### src/rtl/jdec_pkg.sv
// Shared types, constants and Johnson-code helper functions for the johnson_decoder slice.
// Optional feature macro used by the top: JDEC_ERR_CNT_EN.
package jdec_pkg;

    typedef enum logic [0:0] {
        HUNT   = 1'b0,
        LOCKED = 1'b1
    } jdec_state_e;

    localparam logic [7:0] ERR_CNT_MAX = 8'd255;
    localparam int         JC_MAX_W    = 32;

    // A legal Johnson word has at most one 0/1 boundary between adjacent bits (0*1* or 1*0*).
    function automatic logic jc_legal(input logic [JC_MAX_W-1:0] code, input int n);
        int trans;
        trans = 0;
        for (int i = 0; i < JC_MAX_W - 1; i++) begin
            if ((i < n - 1) && (code[i] != code[i+1])) begin
                trans = trans + 1;
            end else begin
                trans = trans;
            end
        end
        return (trans <= 1);
    endfunction

    // Rising half of the ring counts ones from the MSB; falling half counts down from 2N.
    function automatic int jc_index(input logic [JC_MAX_W-1:0] code, input int n);
        int ones;
        ones = 0;
        for (int i = 0; i < JC_MAX_W; i++) begin
            if ((i < n) && code[i]) begin
                ones = ones + 1;
            end else begin
                ones = ones;
            end
        end
        if (code[0]) begin
            return (2 * n) - ones;
        end else begin
            return ones;
        end
    endfunction

endpackage

### src/rtl/johnson_decode_comb.sv
// Purely combinational Johnson word -> {legal, binary index}; index forced to 0 on illegal codes.
module johnson_decode_comb
    import jdec_pkg::*;
#(
    parameter int N  = 3,
    parameter int IW = $clog2(2 * N)
) (
    input  logic [N-1:0]  jc_in,
    output logic          legal,
    output logic [IW-1:0] idx
);

    logic [JC_MAX_W-1:0] code_s;
    int                  idx_full_s;

    assign code_s     = JC_MAX_W'(jc_in);
    assign idx_full_s = jc_index(code_s, N);

    // Classify the word and gate the index with legality.
    always_comb begin
        legal = jc_legal(code_s, N);
        if (legal) begin
            idx = IW'(idx_full_s);
        end else begin
            idx = {IW{1'b0}};
        end
    end

endmodule

### src/rtl/johnson_decoder.sv
// Johnson-code receive checker: decode, illegal/sequence flags, lock FSM.
// Define JDEC_ERR_CNT_EN to add the saturating err_count port.
module johnson_decoder
    import jdec_pkg::*;
#(
    parameter int N        = 3,
    parameter int LOCK_CNT = 3,
    parameter int IW       = $clog2(2 * N)
) (
    input  logic          clk,
    input  logic          reset,
    input  logic          in_valid,
    input  logic [N-1:0]  jc_in,
    output logic          out_valid,
    output logic [IW-1:0] idx_out,
    output logic          illegal,
    output logic          seq_err,
    output logic          locked
`ifdef JDEC_ERR_CNT_EN
    ,
    output logic [7:0]    err_count
`endif
);

    localparam logic [IW-1:0] LAST_IDX = IW'(2 * N - 1);
    localparam logic [3:0]    LOCK_TGT = 4'(LOCK_CNT);

    logic          legal_s;
    logic [IW-1:0] idx_s;
    logic [IW-1:0] expected_s;
    logic          in_seq_s;
    logic          illegal_s;
    logic          seq_err_s;

    jdec_state_e   state_r;
    jdec_state_e   state_nxt_s;
    logic [3:0]    run_cnt_r;
    logic [3:0]    run_cnt_nxt_s;
    logic [3:0]    run_inc_s;
    logic          have_ref_r;
    logic          have_ref_nxt_s;
    logic [IW-1:0] ref_idx_r;
    logic [IW-1:0] ref_idx_nxt_s;

    johnson_decode_comb #(
        .N  (N),
        .IW (IW)
    ) u_decode (
        .jc_in (jc_in),
        .legal (legal_s),
        .idx   (idx_s)
    );

    // Expected successor of the reference index, and the per-sample flags.
    always_comb begin
        if (ref_idx_r == LAST_IDX) begin
            expected_s = {IW{1'b0}};
        end else begin
            expected_s = ref_idx_r + IW'(1);
        end
        in_seq_s  = have_ref_r && (idx_s == expected_s);
        illegal_s = in_valid && !legal_s;
        seq_err_s = in_valid && legal_s && have_ref_r && !in_seq_s;
        run_inc_s = run_cnt_r + 4'd1;
    end

    // State register: FSM, run counter and reference tracking.
    always_ff @(posedge clk) begin
        if (reset) begin
            state_r    <= HUNT;
            run_cnt_r  <= 4'd0;
            have_ref_r <= 1'b0;
            ref_idx_r  <= {IW{1'b0}};
        end else begin
            state_r    <= state_nxt_s;
            run_cnt_r  <= run_cnt_nxt_s;
            have_ref_r <= have_ref_nxt_s;
            ref_idx_r  <= ref_idx_nxt_s;
        end
    end

    // Next-state logic; idle cycles leave everything untouched so gaps never break a sequence.
    always_comb begin
        state_nxt_s    = state_r;
        run_cnt_nxt_s  = run_cnt_r;
        have_ref_nxt_s = have_ref_r;
        ref_idx_nxt_s  = ref_idx_r;
        if (in_valid) begin
            case (state_r)
                HUNT: begin
                    if (!legal_s) begin
                        run_cnt_nxt_s = 4'd0;
                    end else if (!have_ref_r || in_seq_s) begin
                        run_cnt_nxt_s  = run_inc_s;
                        have_ref_nxt_s = 1'b1;
                        ref_idx_nxt_s  = idx_s;
                        if (run_inc_s >= LOCK_TGT) begin
                            state_nxt_s = LOCKED;
                        end else begin
                            state_nxt_s = HUNT;
                        end
                    end else begin
                        run_cnt_nxt_s  = 4'd1;
                        have_ref_nxt_s = 1'b1;
                        ref_idx_nxt_s  = idx_s;
                        if (LOCK_TGT <= 4'd1) begin
                            state_nxt_s = LOCKED;
                        end else begin
                            state_nxt_s = HUNT;
                        end
                    end
                end
                LOCKED: begin
                    if (!legal_s || seq_err_s) begin
                        state_nxt_s    = HUNT;
                        run_cnt_nxt_s  = 4'd0;
                        have_ref_nxt_s = 1'b0;
                    end else begin
                        have_ref_nxt_s = 1'b1;
                        ref_idx_nxt_s  = idx_s;
                    end
                end
                default: begin
                    state_nxt_s    = HUNT;
                    run_cnt_nxt_s  = 4'd0;
                    have_ref_nxt_s = 1'b0;
                end
            endcase
        end else begin
            state_nxt_s = state_r;
        end
    end

    // Result registers: one-cycle pulse per accepted sample, flags zero otherwise.
    always_ff @(posedge clk) begin
        if (reset) begin
            out_valid <= 1'b0;
            idx_out   <= {IW{1'b0}};
            illegal   <= 1'b0;
            seq_err   <= 1'b0;
        end else begin
            out_valid <= in_valid;
            idx_out   <= in_valid ? idx_s : {IW{1'b0}};
            illegal   <= illegal_s;
            seq_err   <= seq_err_s;
        end
    end

    assign locked = (state_r == LOCKED);

`ifdef JDEC_ERR_CNT_EN
    logic [7:0] err_cnt_r;
    logic [7:0] err_cnt_nxt_s;

    // Saturating error count, bumped on the same edge the flag is presented.
    always_comb begin
        if ((illegal_s || seq_err_s) && (err_cnt_r != ERR_CNT_MAX)) begin
            err_cnt_nxt_s = err_cnt_r + 8'd1;
        end else begin
            err_cnt_nxt_s = err_cnt_r;
        end
    end

    // Error counter register.
    always_ff @(posedge clk) begin
        if (reset) begin
            err_cnt_r <= 8'd0;
        end else begin
            err_cnt_r <= err_cnt_nxt_s;
        end
    end

    assign err_count = err_cnt_r;
`endif

endmodule
### config.mk
export PLATFORM = sky130hd
export DESIGN_NAME = johnson_decoder
export DESIGN_NICKNAME = d
export VERILOG_FILES = /design/src/rtl/jdec_pkg.sv /design/src/rtl/johnson_decode_comb.sv /design/src/rtl/johnson_decoder.sv
export SDC_FILE = /design/constraint.sdc
export NUM_CORES = 1
export LEC_CHECK = 0
export BUFFER_PORTS_ARGS = -buffer_cell sky130_fd_sc_hd__buf_2
export CAP_MARGIN = 25
export CORE_MARGIN = 3
export CORE_UTILIZATION = 35
export DETAILED_ROUTE_END_ITERATION = 7
export PLACE_DENSITY = 0.5
export SLEW_MARGIN = 10
export SYNTH_ARGS = -nofsm -noshare
export SYNTH_HDL_FRONTEND = slang
export SYNTH_SLANG_ARGS = --single-unit
### constraint.sdc
create_clock -name clk -period 6.4 [get_ports clk]
set_clock_uncertainty 0.2 [all_clocks]
set_input_delay 1.28 -clock clk [delete_from_list [all_inputs] [get_ports clk]]
set_output_delay 1.28 -clock clk [all_outputs]
set_load 0.02 [all_outputs]
==> results of run 1 <==
stage by stage:
step	utilization	hold WS (ns)	power, mW	instances	area [µm²]
6_report	0.419	0.288	0.230	158	1070
5_1_grt	0.419	0.310	0.247	158	1070
4_1_cts	0.419	0.288	0.232	158	1070
3_5_place_dp	0.408	0.275	0.177	154	1050
3_3_place_gp	0.408	0.268	0.176	154	1050
2_1_floorplan	-	0.250	0.163	116	976
worst min-delay path, stage by stage (launching register included):
cell	delay [ns]
dfxtp_1	0.32
inv_1	0.06
o22ai_1	0.06
cells in the mapped netlist:
cell	number	area, µm²
nor4_1	1	6.26
nor3b_1	1	7.51
ha_1	5	62.6
o22ai_1	3	18.8
nor2_1	8	30.0
or2_2	1	6.26
o32a_1	1	10.0
nand2_1	12	45.0
buf_4	1	7.51
o211ai_1	1	7.51
buf_6	1	11.3
inv_1	11	41.3
a32oi_2	1	16.3
a21oi_1	4	20.0
dfxtp_1	15	300
o31ai_2	1	12.5
nor4_2	1	12.5
a22oi_1	1	7.51
o2111ai_1	1	8.76
xnor2_1	1	8.76
xor2_1	3	26.3
clkbuf_1	2	7.51
nor2b_1	4	25.0
a2bb2oi_1	1	8.76
a221oi_4	1	26.3
and2_1	1	6.26
nand3_1	4	20.0
a211oi_1	1	7.51
a21bo_1	1	10.0
mux2i_1	2	20.0
nand4_1	2	12.5
and2b_1	1	7.51
nor3_2	1	10.0
o21ai_0	4	20.0
o2111a_1	1	11.3
nor3b_2	1	12.5
a311oi_1	3	26.3
or3_1	1	6.26
nand2b_1	3	18.8
a31oi_2	1	12.5
a31oi_1	4	25.0
nor3_1	3	15.0
placed cells by master (no fill, tap or decap), types with 2 or more instances in the layout:
cell	count
buf_2	12
nand4_1	2
nand2_1	12
ha_1	5
nor2_1	8
nor3_1	3
nand3_1	4
nor2b_1	4
inv_1	11
dfxtp_1	15
nand2b_1	3
o21ai_0	4
xor2_1	3
a21oi_1	4
mux2i_1	2
a311oi_1	3
a31oi_1	4
clkbuf_4	3
o22ai_1	3
layer usage:
metal	global-route usage	vias up	routed length [µm]
li1	-	449	-
met1	0.202	388	1140
met2	0.200	16	908
met3	0.0417	2	80
met4	0.0356	0	11
met5	0	-	0
flip-flops by register name, indices dropped and copies added, names as in the netlist:
signal,count
idx_out,3
have_ref_r,1
run_cnt_r,4
ref_idx_r,3
out_valid,1
locked,1
seq_err,1
illegal,1
power by group:
part | switching, mW | internal (mW) | total [mW] | leakage (nW)
logic | 0.0423 | 0.0264 | 0.0686 | 0.283
clock network | 0.0310 | 0.0232 | 0.0542 | 0.0177
registers | 0.00696 | 0.0998 | 0.107 | 0.123
total | 0.0802 | 0.149 | 0.230 | 0.424
path summary, 6_finish.rpt:
| kind | slack (ns) | start | to |
|---|---|---|---|
| worst max-delay path | 2.41 | jc_in[1] | locked$_SDFFE_PP0P_ |
| worst min-delay path | 0.29 | run_cnt_r[3]$_SDFFE_PP0P_ | run_cnt_r[3]$_SDFFE_PP0P_ |
| worst max register to register | 4.18 | ref_idx_r[0]$_SDFFE_PP0P_ | locked$_SDFFE_PP0P_ |
| worst min register to register | 0.29 | run_cnt_r[3]$_SDFFE_PP0P_ | run_cnt_r[3]$_SDFFE_PP0P_ |
logic make-up after synthesis:
logic type	synth area share
flip-flops	0.308
buffers and inverters	0.0692
AND/OR/NAND/NOR	0.247
multiplexers	0.0205
XOR/XNOR	0.0359
adder cells (fa/ha/maj)	0.0641
AO/OA/AOI/OAI	0.255
cell type report:
type / instances / area, µm²
fillers: 265 / 1490
multi-input cells: 86 / 608
flip-flops and latches: 15 / 300
repair buffers: 12 / 60.1
inverters: 11 / 41.3
well taps: 30 / 37.5
clock buffers: 3 / 22.5
clock inverters: 1 / 5.00
==> impl_metrics.sql, run 1 <==
INSERT INTO impl_metrics (metric_group, metric, value, unit) VALUES
('detailed_routing', 'number_of_nets_with_antenna_violations_after_detailed_routing', '0', ''),
('synthesis', 'synth_warnings', '0', ''),
('grt', 'grt_use_total', '0.140', ''),
('final_layout', 'post_route_cells_drive_above_1_share', '0.188', ''),
('worst_setup_path', 'crit_path_max_incr_delay', '0.43', 'ns'),
('worst_setup_path', 'count_of_buffering_cells_on_the_critical_path_with_inverters_included', '1', ''),
('worst_setup_path', 'worst_setup_path_start_kind', 'input pin', ''),
('grt', 'grt_start_max_net_pins', '10', ''),
('floorplan', 'initial_utilization', '0.380', ''),
('timing', 'maxSlewHeadroom', '0.681', ''),
('timing', 'post-route-period-util', '0.623', ''),
('worst_setup_path', 'critical_path_sink_type', 'flip-flop', ''),
('synthesis', 'ys_seq_elements', '15', ''),
('timing', 'grt_setup_unrepaired', 'false', ''),
('detailed_routing', 'drc', '0', ''),
('synthesis', 'synth_fp_nets', '127', ''),
('floorplan', 'core.rowCount', '18', ''),
('power_and_ir_drop', 'power_per_cell_area', '214', 'nW/µm²'),
('final_layout', 'area_growth', '10.1', '%'),
('worst_setup_path', 'critical_path_cell_by_cell', 'buf_2 > ha_1 > nor2b_1 > or2_2 > ha_1 > and2b_1 > mux2i_1 > a32oi_2 > xnor2_1 > a221oi_4 > mux2i_1 > a311oi_1', ''),
('synthesis', 'seq_area_frac_synth', '0.308', ''),
('timing', 'post-route-min-period', '3.99', 'ns'),
('placed_design', 'port-buffer-count', '12', ''),
('final_layout', 'finish.net_count', '140', ''),
('clock_network', 'postCtsResizedCells', '0', ''),
('detailed_routing', 'drt_iter0_markers', '14', ''),
('worst_setup_path', 'r2r_cells', '7', ''),
('placed_design', 'gp_congestion', '0.787', ''),
('grt', 'global_route_wire_length_before_repair', '3.73', 'mm'),
('clock_network', 'cts-root-to-sink-buffers', '2', ''),
('clock_network', 'cts-root-buf', 'clkbuf_4', ''),
('worst_hold_path', 'holdCritPathClass', 'reg2reg', ''),
('grt', 'total_gr_overflow', '0', ''),
('power_and_ir_drop', 'worst_ir_drop_vdd', '0.148', 'mV'),
('detailed_routing', 'detail_route.wl_per_cell', '13.6', 'µm'),
('clock_network', 'tritoncts_clock_tree', 'built', ''),
('power_and_ir_drop', 'static-leakage-power', '0.424', 'nW'),
('worst_setup_path', 'worstPathArrival', '3.99', 'ns'),
('clock_network', 'numCtsBuffers', '3', ''),
('clock_network', 'postCtsSetupBuffers', '0', ''),
('timing', 'setup_viol', '0', ''),
('timing', 'final_hold_viol_count', '0', ''),
('outcome', 'run_status', 'completed', ''),
('synthesis', 'postSynthCellCount', '116', ''),
('worst_setup_path', 'crit_required', '6.40', 'ns'),
('synthesis', 'syn_area_per_cell', '8.41', 'µm²'),
('worst_setup_path', 'count_of_cell_instances_traversed_by_the_critical_path', '12', ''),
('floorplan', 'dieArea', '3460', 'µm²'),
('worst_hold_path', 'whs_path_depth', '2', ''),
('timing', 'max_freq', '0.251', 'GHz'),
('final_layout', 'antennaDiodeCount', '0', ''),
('worst_setup_path', 'cp_top_family', 'compound AO/OA/AOI/OAI gates', ''),
('detailed_routing', 'via_count', '855', ''),
('placed_design', 'place_worst_setup_slack', '2.13', 'ns'),
('worst_setup_path', 'cp_slowest_cell', 'a221oi_4', ''),
('grt', 'grt_antenna_before_repair', '0', ''),
('detailed_routing', 'postRouteWirelength', '2.14', 'mm'),
('timing', 'timing.final.max_slew_violations', '0', ''),
('timing', 'timing.setup.tns', '0', 'ns'),
('grt', 'first_global_vias', '794', ''),
('floorplan', 'core_area', '2570', 'µm²'),
('synthesis', 'synth_area', '976', 'µm²'),
('flow_run', 'maxCapViolCount', '0', ''),
('floorplan', 'floorplan.io_pins', '13', ''),
('clock_network', 'cts.htree.levels', '1', ''),
('worst_setup_path', 'crit_fanout', '6', ''),
('timing', 'post-route-worst-setup-slack', '2.41', 'ns'),
('timing', 'max_slew.worst_pin.slew', '0.475', 'ns'),
('clock_network', 'insertion_delay', '0.28', 'ns'),
('placed_design', 'detailedPlacementHpwl', '1.66', 'mm'),
('detailed_routing', 'detail_route.vias_per_cell', '5.41', ''),
('detailed_routing', 'drt-pass1-iter-count', '4', ''),
('clock_network', 'post_cts_hold_buffer_count', '0', ''),
('floorplan', 'fp.dieW', '58.8', 'µm'),
('clock_network', 'clkSinkCount', '15', ''),
('synthesis', 'synth_cell_types', '42', ''),
('floorplan', 'floorplan.die.height', '58.8', 'µm'),
('clock_network', 'clk_pin_slew', '0.09', 'ns'),
('worst_setup_path', 'setup.worst_path.class', 'in2reg', '');
(Power assumes the default switching activity.)
==> inputs of run 2 (changes only) <==
--- a/config.mk
+++ b/config.mk
@@ -10,7 +10,7 @@
 export CORE_MARGIN = 3
 export CORE_UTILIZATION = 35
 export DETAILED_ROUTE_END_ITERATION = 7
-export PLACE_DENSITY = 0.5
+export PLACE_DENSITY = 0.52
 export SLEW_MARGIN = 10
 export SYNTH_ARGS = -nofsm -noshare
 export SYNTH_HDL_FRONTEND = slang
==> constraint.sdc (replaced) <==
create_clock -name clk -period 3.4 [get_ports clk]
set_clock_uncertainty 0.2 [all_clocks]
set_input_delay 0.68 -clock clk [delete_from_list [all_inputs] [get_ports clk]]
set_output_delay 0.68 -clock clk [all_outputs]
set_load 0.02 [all_outputs]
==> impl_metrics.sql, run 2 (same netlist as run 1, synthesis figures left out) <==
INSERT INTO impl_metrics (metric_group, metric, value, unit) VALUES
('worst_setup_path', 'regToRegStartpoint', 'ref_idx_r[0]$_SDFFE_PP0P_', ''),
('final_layout', 'storage_cell_area', '300', 'µm²'),
('grt', 'grt_antenna_before_repair', '0', ''),
('power_and_ir_drop', 'power_per_cell_area', '384', 'nW/µm²'),
('timing', 'grt_setup_unrepaired', 'false', ''),
('final_layout', 'largest-register', 'run_cnt_r', ''),
('placed_design', 'placement.cell_area', '1120', 'µm²'),
('final_layout', 'finish.net_count', '150', ''),
('clock_network', 'clk_pin_slew', '0.09', 'ns'),
('detailed_routing', 'detail_route.wl_per_cell', '11.9', 'µm'),
('worst_hold_path', 'hold_path_startpoint', 'run_cnt_r[3]$_SDFFE_PP0P_', ''),
('detailed_routing', 'drc', '0', ''),
('final_layout', 'antennaDiodeCount', '0', ''),
('timing', 'maxSlewHeadroom', '0.682', ''),
('worst_hold_path', 'holdCritPathClass', 'reg2reg', ''),
('detailed_routing', 'drt_iter0_markers', '25', ''),
('final_layout', 'area_growth', '18.5', '%'),
('placed_design', 'port-buffer-count', '12', ''),
('final_layout', 'final_core_util', '0.450', ''),
('worst_setup_path', 'setup.worst_path.class', 'in2reg', ''),
('worst_setup_path', 'worst_setup_path_start_kind', 'input pin', ''),
('final_layout', 'post_route_cells_drive_above_1_share', '0.246', ''),
('final_layout', 'fill_cells', '262', ''),
('final_layout', 'largest_reg_flops', '4', ''),
('grt', 'first_global_vias', '752', ''),
('floorplan', 'floorplan.die.height', '58.8', 'µm'),
('detailed_routing', 'number_of_nets_with_antenna_violations_after_detailed_routing', '0', ''),
('floorplan', 'initial_utilization', '0.380', ''),
('clock_network', 'cts-root-buf', 'clkbuf_4', ''),
('worst_setup_path', 'crit_fanout', '5', ''),
('clock_network', 'cts-root-to-sink-buffers', '2', ''),
('final_layout', 'mostFrequentLayoutCell', 'dfxtp_1', ''),
('placed_design', 'detailedPlacementHpwl', '1.53', 'mm'),
('timing', 'timing.setup.tns', '0', 'ns'),
('placed_design', 'place_worst_setup_slack', '-0.131', 'ns'),
('grt', 'grt_use_total', '0.126', ''),
('detailed_routing', 'drt-pass1-iter-count', '4', ''),
('clock_network', 'insertion_delay', '0.28', 'ns'),
('worst_setup_path', 'crit_required', '3.39', 'ns'),
('clock_network', 'post_cts_hold_buffer_count', '0', ''),
('detailed_routing', 'detail_route.vias_per_cell', '5.32', ''),
('grt', 'grt_start_max_net_pins', '10', ''),
('final_layout', 'design_area', '1160', 'µm²'),
('clock_network', 'numCtsBuffers', '3', ''),
('timing', 'post-route-period-util', '0.945', ''),
('timing', 'timing.final.max_slew_violations', '0', ''),
('floorplan', 'floorplan.io_pins', '13', ''),
('detailed_routing', 'postRouteWirelength', '2.00', 'mm'),
('grt', 'global_route_wire_length_before_repair', '3.33', 'mm'),
('power_and_ir_drop', 'post-layout-total-power', '0.444', 'mW'),
('flow_run', 'maxCapViolCount', '0', ''),
('worst_setup_path', 'r2r_cells', '7', ''),
('floorplan', 'core_area', '2570', 'µm²'),
('clock_network', 'clkSinkCount', '15', ''),
('placed_design', 'gp_congestion', '0.814', ''),
('worst_setup_path', 'worst-r2r-setup-slack', '1.26', 'ns'),
('worst_setup_path', 'crit_path_max_incr_delay', '0.42', 'ns'),
('worst_setup_path', 'cp_slowest_cell', 'a31oi_1', ''),
('grt', 'total_gr_overflow', '0', ''),
('timing', 'post-route-min-period', '3.21', 'ns'),
('floorplan', 'core.rowCount', '18', ''),
('worst_setup_path', 'worstPathArrival', '3.21', 'ns'),
('timing', 'setup_viol', '0', ''),
('final_layout', 'top_regs', 'run_cnt_r: 4 flops, idx_out: 3 flops, ref_idx_r: 3 flops', ''),
('worst_setup_path', 'r2r_end', 'run_cnt_r[2]$_SDFFE_PP0P_', ''),
('outcome', 'run_status', 'completed', ''),
('power_and_ir_drop', 'worst_ir_drop_vdd', '0.239', 'mV'),
('timing', 'max_slew.worst_pin.slew', '0.474', 'ns'),
('timing', 'final_hold_viol_count', '0', ''),
('worst_setup_path', 'critical_path.most_common_cell', 'ha_1', ''),
('floorplan', 'dieArea', '3460', 'µm²'),
('power_and_ir_drop', 'static-leakage-power', '0.476', 'nW'),
('timing', 'max_freq', '0.311', 'GHz'),
('worst_hold_path', 'whs_endpoint', 'run_cnt_r[3]$_SDFFE_PP0P_', ''),
('worst_setup_path', 'critical_path_sink_type', 'flip-flop', ''),
('worst_hold_path', 'whs_path_depth', '2', ''),
('final_layout', 'mostFrequentLayoutCells', 'dfxtp_1 (15), nand2_1 (12), buf_2 (12)', ''),
('clock_network', 'tritoncts_clock_tree', 'built', ''),
('timing', 'post-route-worst-setup-slack', '0.187', 'ns'),
('floorplan', 'fp.dieW', '58.8', 'µm'),
('detailed_routing', 'via_count', '893', ''),
('final_layout', 'multi_input_comb_area', '616', 'µm²'),
('clock_network', 'cts.htree.levels', '1', ''),
('worst_setup_path', 'critical_path_cell_by_cell', 'buf_2 > ha_1 > nor2b_1 > or2_2 > ha_1 > and2b_1 > mux2i_1 > a32oi_2 > xnor2_2 > a31oi_1 > a21oi_1 > a311oi_1', '');
## run 2: cell count changes in the layout (fill, tap and decap cells not counted)
cell / before / now
buf_4: 0 / 10
clkinv_2: 1 / 0
xnor2_2: 0 / 1
xnor2_1: 1 / 0
clkbuf_1: 0 / 1
## run 2: layout make-up
cell class / instances / share of cell area
inverters: 11 / 0.0357
flip-flops and latches: 15 / 0.260
clock buffers: 4 / 0.0227
repair buffers: 22 / 0.117
multi-input cells: 86 / 0.532
well taps: 30 / 0.0325
## run 2: power breakdown
part / switching [mW] / internal, mW
combinational: 0.0808 / 0.0628
sequential: 0.0124 / 0.188
clock: 0.0542 / 0.0455
total: 0.147 / 0.296
## run 2: how the worst max path moves through the flow
stage | startpoint | to | slack (ns) | cells after the start
floorplan | jc_in[0] | locked$_SDFFE_PP0P_ | 0.16 | 11
global placement | jc_in[0] | ref_idx_r[1]$_SDFFE_PP0P_ | -0.06 | 12
detailed placement | jc_in[0] | ref_idx_r[1]$_SDFFE_PP0P_ | -0.13 | 12
CTS | jc_in[0] | ref_idx_r[1]$_SDFFE_PP0P_ | 0.18 | 12
global route | jc_in[0] | ref_idx_r[2]$_SDFFE_PP0P_ | 0.04 | 12
finish | jc_in[0] | ref_idx_r[2]$_SDFFE_PP0P_ | 0.19 | 12
## run 2: through the flow
step | instances | hold WS (ns)
2_1_floorplan | 116 | 0.250
5_1_grt | 168 | 0.301
4_1_cts | 168 | 0.286
6_report | 168 | 0.285
3_3_place_gp | 164 | 0.266
3_5_place_dp | 164 | 0.273
## run 2: worst max-delay path: cells and delay by family
family                   cells  cell delay, ns
AO/OA/AOI/OAI                4            0.98
AND/OR/NAND/NOR              3            0.63
adder cells (fa/ha/maj)      2            0.38
multiplexers                 1            0.22
XOR/XNOR                     1            0.22
buffers and inverters        1            0.11
## run 2: repair_timing
item | in CTS | in global routing
setup endpoints to repair | 0 | 1
hold endpoints to repair | 0 | 0
resized for setup | 0 | 1
buffers inserted | 0 | 0
## run 2: layer usage
layer / wire, µm / vias up / track usage / share of wire
li1: - / 465 / - / -
met1: 1000 / 404 / 0.186 / 0.50
met2: 847 / 22 / 0.170 / 0.42
met3: 131 / 2 / 0.0461 / 0.066
met4: 13 / 0 / 0.0291 / 0.0065
met5: 0 / - / 0 / 0
